--- config.mk ---
export PLATFORM = sky130hd
export DESIGN_NAME = mdom_wvb_acq_ctrl
export DESIGN_NICKNAME = d
export VERILOG_FILES = /design/src/rtl/mdom_wvb_acq_ctrl_pkg.sv /design/src/rtl/mdom_wvb_acq_ctrl_dline.sv /design/src/rtl/mdom_wvb_acq_ctrl.sv
export SDC_FILE = /design/constraint.sdc
export NUM_CORES = 1
export LEC_CHECK = 0
export ABC_CLOCK_PERIOD_IN_PS = 9700
export CORE_MARGIN = 2
export CORE_UTILIZATION = 32
export CTS_CLUSTER_SIZE = 40
export DETAILED_ROUTE_END_ITERATION = 16
export SLEW_MARGIN = 10
export SYNTH_ARGS = -nofsm -noshare
export SYNTH_HDL_FRONTEND = slang
export SYNTH_HIERARCHICAL = 1
export SYNTH_SLANG_ARGS = --single-unit
--- constraint.sdc ---
create_clock -name clk -period 9.7 [get_ports clk]
set_clock_uncertainty 0.2 [all_clocks]
set_input_delay 1.94 -clock clk [delete_from_list [all_inputs] [get_ports clk]]
set_output_delay 1.94 -clock clk [all_outputs]
set_load 0.02 [all_outputs]
--- src/rtl/mdom_wvb_acq_ctrl_pkg.sv ---
// mdom_wvb_acq_ctrl_pkg: shared types and constants for the waveform-buffer acquisition controller
//   state_t       : controller state encoding
//   sot_bit/eoe_bit : positions of the framing flags above the sample field in a buffer word
//   max_evt_len   : longest event (full pre + full post + trigger sample)
package mdom_wvb_acq_ctrl_pkg;
   typedef enum logic [1:0] {IDLE, PREFILL, WAIT_TRIG, ACQ} state_t;
   function automatic int sot_bit(input int adc_bits);
      return adc_bits;
   endfunction
   function automatic int eoe_bit(input int adc_bits);
      return adc_bits + 1;
   endfunction
   function automatic int max_evt_len(input int pre_bits, input int post_bits);
      return 2**pre_bits - 1 + 2**post_bits - 1 + 1;
   endfunction
endpackage

--- src/rtl/mdom_wvb_acq_ctrl_dline.sv ---
// mdom_wvb_pretrig_dline: pre-trigger delay line, 2**A-entry shift register with variable tap
//   clk, rst : clock, sync active-high reset (clears only the output register)
//   din      : sample shifted in every cycle
//   tap      : delay in samples; tap=0 passes din straight through
//   dout     : registered sample delayed by tap cycles relative to din
module mdom_wvb_pretrig_dline #(
   parameter int W = 12,
   parameter int A = 5
) (
   input  logic         clk,
   input  logic         rst,
   input  logic [W-1:0] din,
   input  logic [A-1:0] tap,
   output logic [W-1:0] dout
);
   localparam int D = 2**A;
   logic [W-1:0] sr [D];
   always_ff @(posedge clk) begin
      sr[0] <= din;
      for (int i = 1; i < D; i++) sr[i] <= sr[i-1];
   end
   // sr[i] holds din from i+1 cycles ago, so a delay of tap needs sr[tap-1]
   always_ff @(posedge clk) begin
      if (rst) dout <= '0;
      else     dout <= (tap == '0) ? din : sr[tap - 1'b1];
   end
endmodule

--- src/rtl/mdom_wvb_acq_ctrl.sv ---
// mdom_wvb_acq_ctrl: trigger selection/qualification and framed writes into the waveform buffer
//   clk, rst      : clock, sync active-high reset
//   adc_data      : ADC sample, valid every cycle
//   discr_trig    : discriminator level (rising edge triggers when trig_mode=0)
//   sw_trig       : software trigger pulse
//   arm, trig_mode, cnst_run, cnst_conf, pre_conf, post_conf : configuration bundle fields
//   wvb_full      : buffer lacks room for a maximum-length event
//   wvb_wr_en     : write strobe
//   wvb_wr_data   : {eoe, sot, sample}
//   armed         : controller not idle
//   trig_drop     : pulse when a qualified trigger is refused for lack of room
module mdom_wvb_acq_ctrl
   import mdom_wvb_acq_ctrl_pkg::*;
#(
   parameter int P_ADC_BITS  = 12,
   parameter int P_PRE_BITS  = 5,
   parameter int P_POST_BITS = 8,
   parameter int P_CNST_BITS = 12
) (
   input  logic                   clk,
   input  logic                   rst,
   input  logic [P_ADC_BITS-1:0]  adc_data,
   input  logic                   discr_trig,
   input  logic                   sw_trig,
   input  logic                   arm,
   input  logic                   trig_mode,
   input  logic                   cnst_run,
   input  logic [P_CNST_BITS-1:0] cnst_conf,
   input  logic [P_PRE_BITS-1:0]  pre_conf,
   input  logic [P_POST_BITS-1:0] post_conf,
   input  logic                   wvb_full,
   output logic                   wvb_wr_en,
   output logic [P_ADC_BITS+1:0]  wvb_wr_data,
   output logic                   armed,
   output logic                   trig_drop
);
   localparam int C_BITS = $clog2(max_evt_len(P_PRE_BITS, P_POST_BITS) + 1);
   localparam int SOT = sot_bit(P_ADC_BITS);
   localparam int EOE = eoe_bit(P_ADC_BITS);
   state_t state, state_n;
   logic [P_PRE_BITS-1:0]  pre_l;
   logic [P_POST_BITS-1:0] post_l;
   logic                   mode_l;
   logic [C_BITS-1:0]      cnt, span;
   logic [P_CNST_BITS-1:0] cnst_cnt;
   logic                   cnst_pulse, discr_q, trig_any, accept, refuse, sot, eoe;
   logic [P_ADC_BITS-1:0]  sample;
   mdom_wvb_pretrig_dline #(.W(P_ADC_BITS), .A(P_PRE_BITS)) u_dline (
      .clk  (clk),
      .rst  (rst),
      .din  (adc_data),
      .tap  (pre_l),
      .dout (sample)
   );
   assign span     = C_BITS'(pre_l) + C_BITS'(post_l);
   assign trig_any = sw_trig | cnst_pulse | (~mode_l & discr_trig & ~discr_q);
   assign armed    = state != IDLE;
   assign wvb_wr_data[P_ADC_BITS-1:0] = sample;
   assign wvb_wr_data[SOT] = sot;
   assign wvb_wr_data[EOE] = eoe;
   always_comb begin
      state_n = state;
      accept  = 1'b0;
      refuse  = 1'b0;
      case (state)
         IDLE:      state_n = arm ? PREFILL : IDLE;
         PREFILL:   state_n = (cnt <= C_BITS'(1)) ? WAIT_TRIG : PREFILL;
         WAIT_TRIG: begin
            if (!arm) state_n = IDLE;
            else if (trig_any) begin
               refuse  = wvb_full;
               accept  = ~wvb_full;
               state_n = wvb_full ? WAIT_TRIG : ACQ;
            end
         end
         default:   state_n = (cnt != '0) ? ACQ : (arm ? WAIT_TRIG : IDLE);
      endcase
   end
   always_ff @(posedge clk) begin
      if (rst) begin
         state      <= IDLE;
         cnt        <= '0;
         pre_l      <= '0;
         post_l     <= '0;
         mode_l     <= 1'b0;
         discr_q    <= 1'b0;
         cnst_cnt   <= '0;
         cnst_pulse <= 1'b0;
         wvb_wr_en  <= 1'b0;
         sot        <= 1'b0;
         eoe        <= 1'b0;
         trig_drop  <= 1'b0;
      end else begin
         state      <= state_n;
         discr_q    <= discr_trig;
         // >= rather than == so a period shortened on the fly wraps at once
         cnst_cnt   <= (!cnst_run || cnst_cnt >= cnst_conf) ? '0 : cnst_cnt + 1'b1;
         cnst_pulse <= cnst_run && cnst_cnt >= cnst_conf;
         trig_drop  <= refuse;
         // cnt counts remaining words after the one being presented
         wvb_wr_en  <= accept | (state == ACQ && cnt != '0);
         sot        <= accept;
         eoe        <= accept ? (span == '0) : (state == ACQ && cnt == C_BITS'(1));
         if (state == IDLE && arm) begin
            pre_l  <= pre_conf;
            post_l <= post_conf;
            mode_l <= trig_mode;
            cnt    <= C_BITS'(pre_conf);
         end else if (state == PREFILL)
            cnt <= cnt - 1'b1;
         else if (accept)
            cnt <= span;
         else if (state == ACQ && cnt != '0)
            cnt <= cnt - 1'b1;
      end
   end
endmodule

# Word-level counts from Yosys, hierarchy flattened
# Memories as Yosys holds them, arrays and structs flattened.
# Cells that the tools add are included.
# Widths: inputs -> output; s select.
dict set report totals {
  in_bits 45
  out_inout_bits 17
  ramBits 384
  mem_count 1
  wordCells 70
  regBits 55
}
dict set report op_classes {
  order_cmp 2
  bitwise 11
  reduce_logical 16
  eq_ne 5
  mux 17
  n_addsub 4
}
# memory words word_bits read_ports rd_clocked_by_memory_dff wr line_no
set mem_list {}
lappend mem_list {u_dline.sr 32 12 32 0 32 mdom_wvb_acq_ctrl_dline.sv:17} ;# logic [W-1:0] sr [D];
# cell n
set op_table {}
lappend op_table {{$mux 9} 3}
lappend op_table {{$add 12x1->12 const B} 1}
lappend op_table {{$ge 12x12->1} 1}
lappend op_table {{$mux 12} 1}
lappend op_table {{$mux 2} 5}
lappend op_table {{$add 5x8->9} 1}
lappend op_table {{$eq 9x1->1 const B} 1}
lappend op_table {{$le 9x1->1 const B} 1}
lappend op_table {{$logic_not 9->1} 1}
lappend op_table {{$reduce_bool 9->1} 1}
lappend op_table {{$sub 9x1->9 const B} 1}
lappend op_table {{$mux 1} 6}
lappend op_table {{$not 1->1} 6}
lappend op_table {{$pmux 2 s3} 1}
lappend op_table {{$logic_not 5->1} 1}
lappend op_table {{$mux 5} 1}
lappend op_table {{$sub 5x1->5 const B} 1}
lappend op_table {{$eq 2x2->1 const B} 2}
lappend op_table {{$logic_and 1x1->1} 4}
lappend op_table {{$reduce_bool 4->1} 1}
lappend op_table {{$reduce_or 2->1} 2}
lappend op_table {{$reduce_or 4->1} 1}
lappend op_table {{$ne 3x3->1 const B} 1}
lappend op_table {{$or 1x1->1} 3}
lappend op_table {{7 further kinds} 8}

# Depth between registers and ports, before layout
dict set report logic_depth {
  depth_word 10
  depth_mapped 13
  ltp_nobuf 8
}

# Hierarchy
# The synthesis kept the hierarchy.
# mod area_each_um2 seq_area_each_um2 cells_each instances
set modules_own_cells {}
lappend modules_own_cells {mdom_wvb_pretrig_dline 11272.1 7927.6 658 1}
lappend modules_own_cells {mdom_wvb_acq_ctrl 2596.2 860.8 327 1}

# Worst setup path after synthesis
# No wires, ideal clock.
dict set report synth_path {
  kind {input to register}
  start {input discr_trig}
  end {register cnt[6]}
  path_slack_ns 5.978
  t_required_ns 9.430
  n_path_buf 1
  setup_time_ns 0.070
  path_stages 6
  arrival_time_ns 3.452
  path_cell_list {or3b_4 > and2_4 > or3_1 > buf_2 > or3_1 > a21oi_1}
}
dict set report synth_via {
  elab_chain_len 8
  word_cells_on_any_way 9
  cone_classes {5 x mux; 3 x bitwise; 1 x reduce/logical}
}
# item line_no
set synth_lines {}
lappend synth_lines {{start: declaration} mdom_wvb_acq_ctrl.sv:23} ;# input logic discr_trig,
lappend synth_lines {{$and 1x1->1 * (2 in series)} mdom_wvb_acq_ctrl.sv:56} ;# assign trig_any = sw_trig | cnst_pulse | (~mode_l & discr_trig & ~discr_q);
lappend synth_lines {{$or 1x1->1 *} mdom_wvb_acq_ctrl.sv:56}
lappend synth_lines {{$mux 1 *} mdom_wvb_acq_ctrl.sv:70} ;# else if (trig_any) begin
lappend synth_lines {{$mux 1 *} mdom_wvb_acq_ctrl.sv:69} ;# if (!arm) state_n = IDLE;
lappend synth_lines {{$mux 1 *} mdom_wvb_acq_ctrl.sv:65} ;# case (state)
lappend synth_lines {{$mux 9} mdom_wvb_acq_ctrl.sv:111} ;# else if (accept)
lappend synth_lines {{$mux 9} mdom_wvb_acq_ctrl.sv:109} ;# end else if (state == PREFILL)
lappend synth_lines {{end signal: assignment} mdom_wvb_acq_ctrl.sv:108} ;# cnt <= C_BITS'(pre_conf);
lappend synth_lines {{end signal: assignment} mdom_wvb_acq_ctrl.sv:110} ;# cnt <= cnt - 1'b1;
lappend synth_lines {{end signal: assignment} mdom_wvb_acq_ctrl.sv:112} ;# cnt <= span;
lappend synth_lines {{end: declaration} mdom_wvb_acq_ctrl.sv:44} ;# logic [C_BITS-1:0] cnt, span;
# Every way passes the cells marked *; elsewhere a longest branch is shown, timed or not.
# A chain may end at the register's enable or synchronous reset.

# Worst setup path after layout
dict set report layout_path {
  start {register pre_l[0]}
  end {register u_dline.dout[6]}
}
dict set report layout_via {
  elab_chain_len 3
  word_cells_on_any_way 4
  cone_classes {1 x add/sub; 1 x mux; 1 x reduce/logical; 1 x memory}
}
# item line_no
set layout_lines {}
lappend layout_lines {{start: declaration} mdom_wvb_acq_ctrl.sv:41} ;# logic [P_PRE_BITS-1:0] pre_l;
lappend layout_lines {{start signal: assignment} mdom_wvb_acq_ctrl.sv:105} ;# pre_l <= pre_conf;
lappend layout_lines {{$sub 5x1->5} mdom_wvb_acq_ctrl_dline.sv:25} ;# else dout <= (tap == '0) ? din : sr[tap - 1'b1];
lappend layout_lines {{$mem_v2 32x12} -}
lappend layout_lines {{$mux 12 *} mdom_wvb_acq_ctrl_dline.sv:25}
lappend layout_lines {{end signal: assignment} mdom_wvb_acq_ctrl_dline.sv:25}
lappend layout_lines {{end: declaration} mdom_wvb_acq_ctrl_dline.sv:14} ;# output logic [W-1:0] dout
# Marked as above.

==> impl_metrics.yaml <==
route:
  routedWlPerCell_um: 15.75
  drc_errors: 0
  drt-initial-drc-count: 347
  viasPerCell: 4.578
  dr.pass1.iters: 4
  vias: 7623
  totalWireLength_mm: 26.22
  detail-route-antenna-nets: 0
die:
  rows: 76
  io_pins: 62
  coreArea_sq_mm: 0.04289
  die_y_um: 212.2
  die_area_sq_mm: 0.04502
  initial_core_util_pct: 32.34
  die_width_um: 212.2
sta:
  slew-limit-headroom_pct: 30.97
  rsz0062_at_grt: "no"
  tightest_slew_ns: 1.033
  fmax_mhz: 207.2
  final.min_clock_period_ns: 4.826
  drv_slew: 0
  post-route-period-util_pct: 49.76
  finalHoldViolCount: 0
  hold_slack_ns: 0.1287
  setup_tns_ns: 0
  setup_viol: 0
hold_path:
  holdPathEnd: "u_dline/sr[8][3]"
  min_from: "u_dline/sr[7][3]"
  hold_class: "reg2reg"
  hold_depth: 0
critical_path:
  r2r-end: "u_dline/dout[6]"
  arrival_ns: 5.05
  worst_ep_required_time_ns: 9.92
  end_kind: "register"
  r2r_slack_ns: 4.87
  cp_cell_sequence: "inv_2, ha_4, xor2_4, buf_4, mux4_2, mux2i_1, o21ai_0, or3_1"
  cp_max_fo: 54
  cpMaxStageDelayCell: "dfxtp_4"
  startpoint_type: "register"
  crit_type: "reg2reg"
  slowest_delay_ns: 1.01
  r2r_cells: 8
  regToRegStartpoint: "pre_l[0]"
grt:
  gr-total-overflow: 0
  track_usage_pct: 12.02
  antenna_found_initial: 3
  grt_pass1_vias: 8065
  grt_max_degree: 56
  grt_pass1_wl_mm: 42.75
clocking:
  clockRootBuffer: "clkbuf_16"
  cts-resized-gates: 0
  numCtsBuffers: 43
  cts_buffer_depth: 3
  cts_setup_buffers: 0
  insertion_delay_ns: 0.55
  cts_hold_buf: 0
  cts.htree.levels: 2
  cts.clk_slew.worst_paths_ns: 0.06
  cts_tree: "built"
  cts.sinks: 439
logic_synthesis:
  synth_top_family_by_area: "multiplexers"
  synth_fp_nets: 1052
  ys_seq_elements: 439
  syn_avg_cell_area_sq_um: 14.08
  synthCells: 985
  synth_xor_area_share_pct: 1.462
  syn_area_sq_mm: 0.01387
  synth.area.mux_share_pct: 18.58
  synthAdderAreaFrac_pct: 2.039
  yosysSeqAreaShare_pct: 63.37
  synth-main-ff-cell: "dfxtp_1"
  yosys.area_share.simple_pct: 6.243
  synth_async_sr_flop_share_pct: 0
  synth_edf_count: 0
  yosysUniqueCellTypes: 65
  ys_warn_count: 6
  synth_compound_area_share_pct: 5.711
layout:
  drive_above_1_share_pct: 16.87
  synthToLayoutAreaGrowth_pct: 18.75
  nFillCells: 4027
  final_common_cell: "dfxtp_1"
  multi_input_area_sq_mm: 0.004755
  register_area_sq_mm: 0.008792
  final_cell_mix: "dfxtp_1, mux4_2, clkdlybuf4s50_1"
  final_nets: 1118
run_status:
  outcome: "complete, no violations"
placed_design:
  io_buffer_count: 61
  hpwl_mm: 16.57
  place_congestion: 0.7604
power_and_ir_drop:
  p_leak_nw: 6.549
  cellPowerDensity_mw_per_mm2: 260.7
  vdd_drop_max_mv: 0.1192
flow_run:
  max_cap_violations: 0
## critical path, delay by kind of cell, from the launching register on
family | cells | cell delay, ns
muxes | 2 | 0.75
buffers and inverters | 2 | 1.44
and+or+nand+nor | 1 | 0.39
adders and majority gates | 1 | 0.39
xor gates and xnor gates | 1 | 0.33
AOI/OAI and AO/OA | 1 | 0.10
DFF | 1 | 1.01
## Yosys cell counts (11+ instances only)
cell type | number | share of area, %
a21oi_1 | 29 | 1.0
clkbuf_1 | 25 | 0.68
dfxtp_1 | 439 | 63
ha_1 | 21 | 1.9
inv_1 | 21 | 0.57
mux2i_1 | 53 | 3.8
mux4_2 | 88 | 14
nand2_1 | 59 | 1.6
nor2_1 | 38 | 1.0
nor3_1 | 20 | 0.72
o21ai_0 | 15 | 0.54
or3_1 | 12 | 0.54
xor2_1 | 11 | 0.69
## layer usage
| metal | vias up | global-route usage (%) | wire (um) |
|---|---|---|---|
| li1 | 3715 | - | - |
| met1 | 3710 | 16.49 | 12630 |
| met2 | 144 | 18.94 | 11870 |
| met3 | 50 | 2.703 | 1157 |
| met4 | 4 | 3.643 | 533 |
| met5 | - | 0 | 25 |
## worst max path at each step
| stage | start | to | slack [ns] |
|---|---|---|---|
| floorplan | discr_trig | cnt[6] | 5.98 |
| global placement | pre_l[0] | u_dline/dout[11] | 4.68 |
| detailed placement | pre_l[0] | u_dline/dout[11] | 4.64 |
| CTS | pre_l[0] | u_dline/dout[11] | 4.64 |
| global route | pre_l[0] | u_dline/dout[11] | 4.37 |
| finish | pre_l[0] | u_dline/dout[6] | 4.87 |
## metrics by stage
stage               utilization (%)  instance area [sq um]  power, mW  instances  setup WS [ns]
floorplan                         -                  13870      2.512        985          5.978
global placement              35.05                  15030      2.677       1591          4.680
detailed placement            35.05                  15030      2.684       1591          4.641
CTS                           38.39                  16470      4.359       1664          4.639
global route                  38.39                  16470      4.499       1664          4.370
finish                        38.40                  16470      4.293       1665          4.874
## sequential cells by signal (all words and copies together), names as in the netlist, 2 cells and up
name	flops
u_dline/sr	384
post_l	8
cnst_cnt	12
pre_l	5
cnt	9
state	2
u_dline/dout	12
## logic make-up (layout without fill, tap and decap cells)
| logic type | Yosys count | after routing |
|---|---|---|
| xor gates and xnor gates | 21 | 21 |
| buffers and inverters | 70 | 164 |
| muxes | 144 | 144 |
| AOI/OAI and AO/OA | 112 | 112 |
| and+or+nand+nor | 177 | 177 |
| adders and majority gates | 22 | 22 |
| DFF | 439 | 439 |
| other | 0 | 1 |
## report_power, final
group          internal (mW)  switching, mW  total (mW)
Combinational          0.329          0.293       0.622
Clock                  0.982          0.680        1.66
Sequential              1.92         0.0869        2.01
## layout make-up
type,instances,share of cell area (%)
Sequential cell,439,53.39
Clock buffer,59,7.567
Clock inverter,14,1.140
Multi-Input combinational cell,476,28.87
Inverter,22,0.5014
Antenna cell,1,0.01520
Timing Repair Buffer,69,4.072
Tap cell,585,4.445
(Power assumes the default switching activity.)
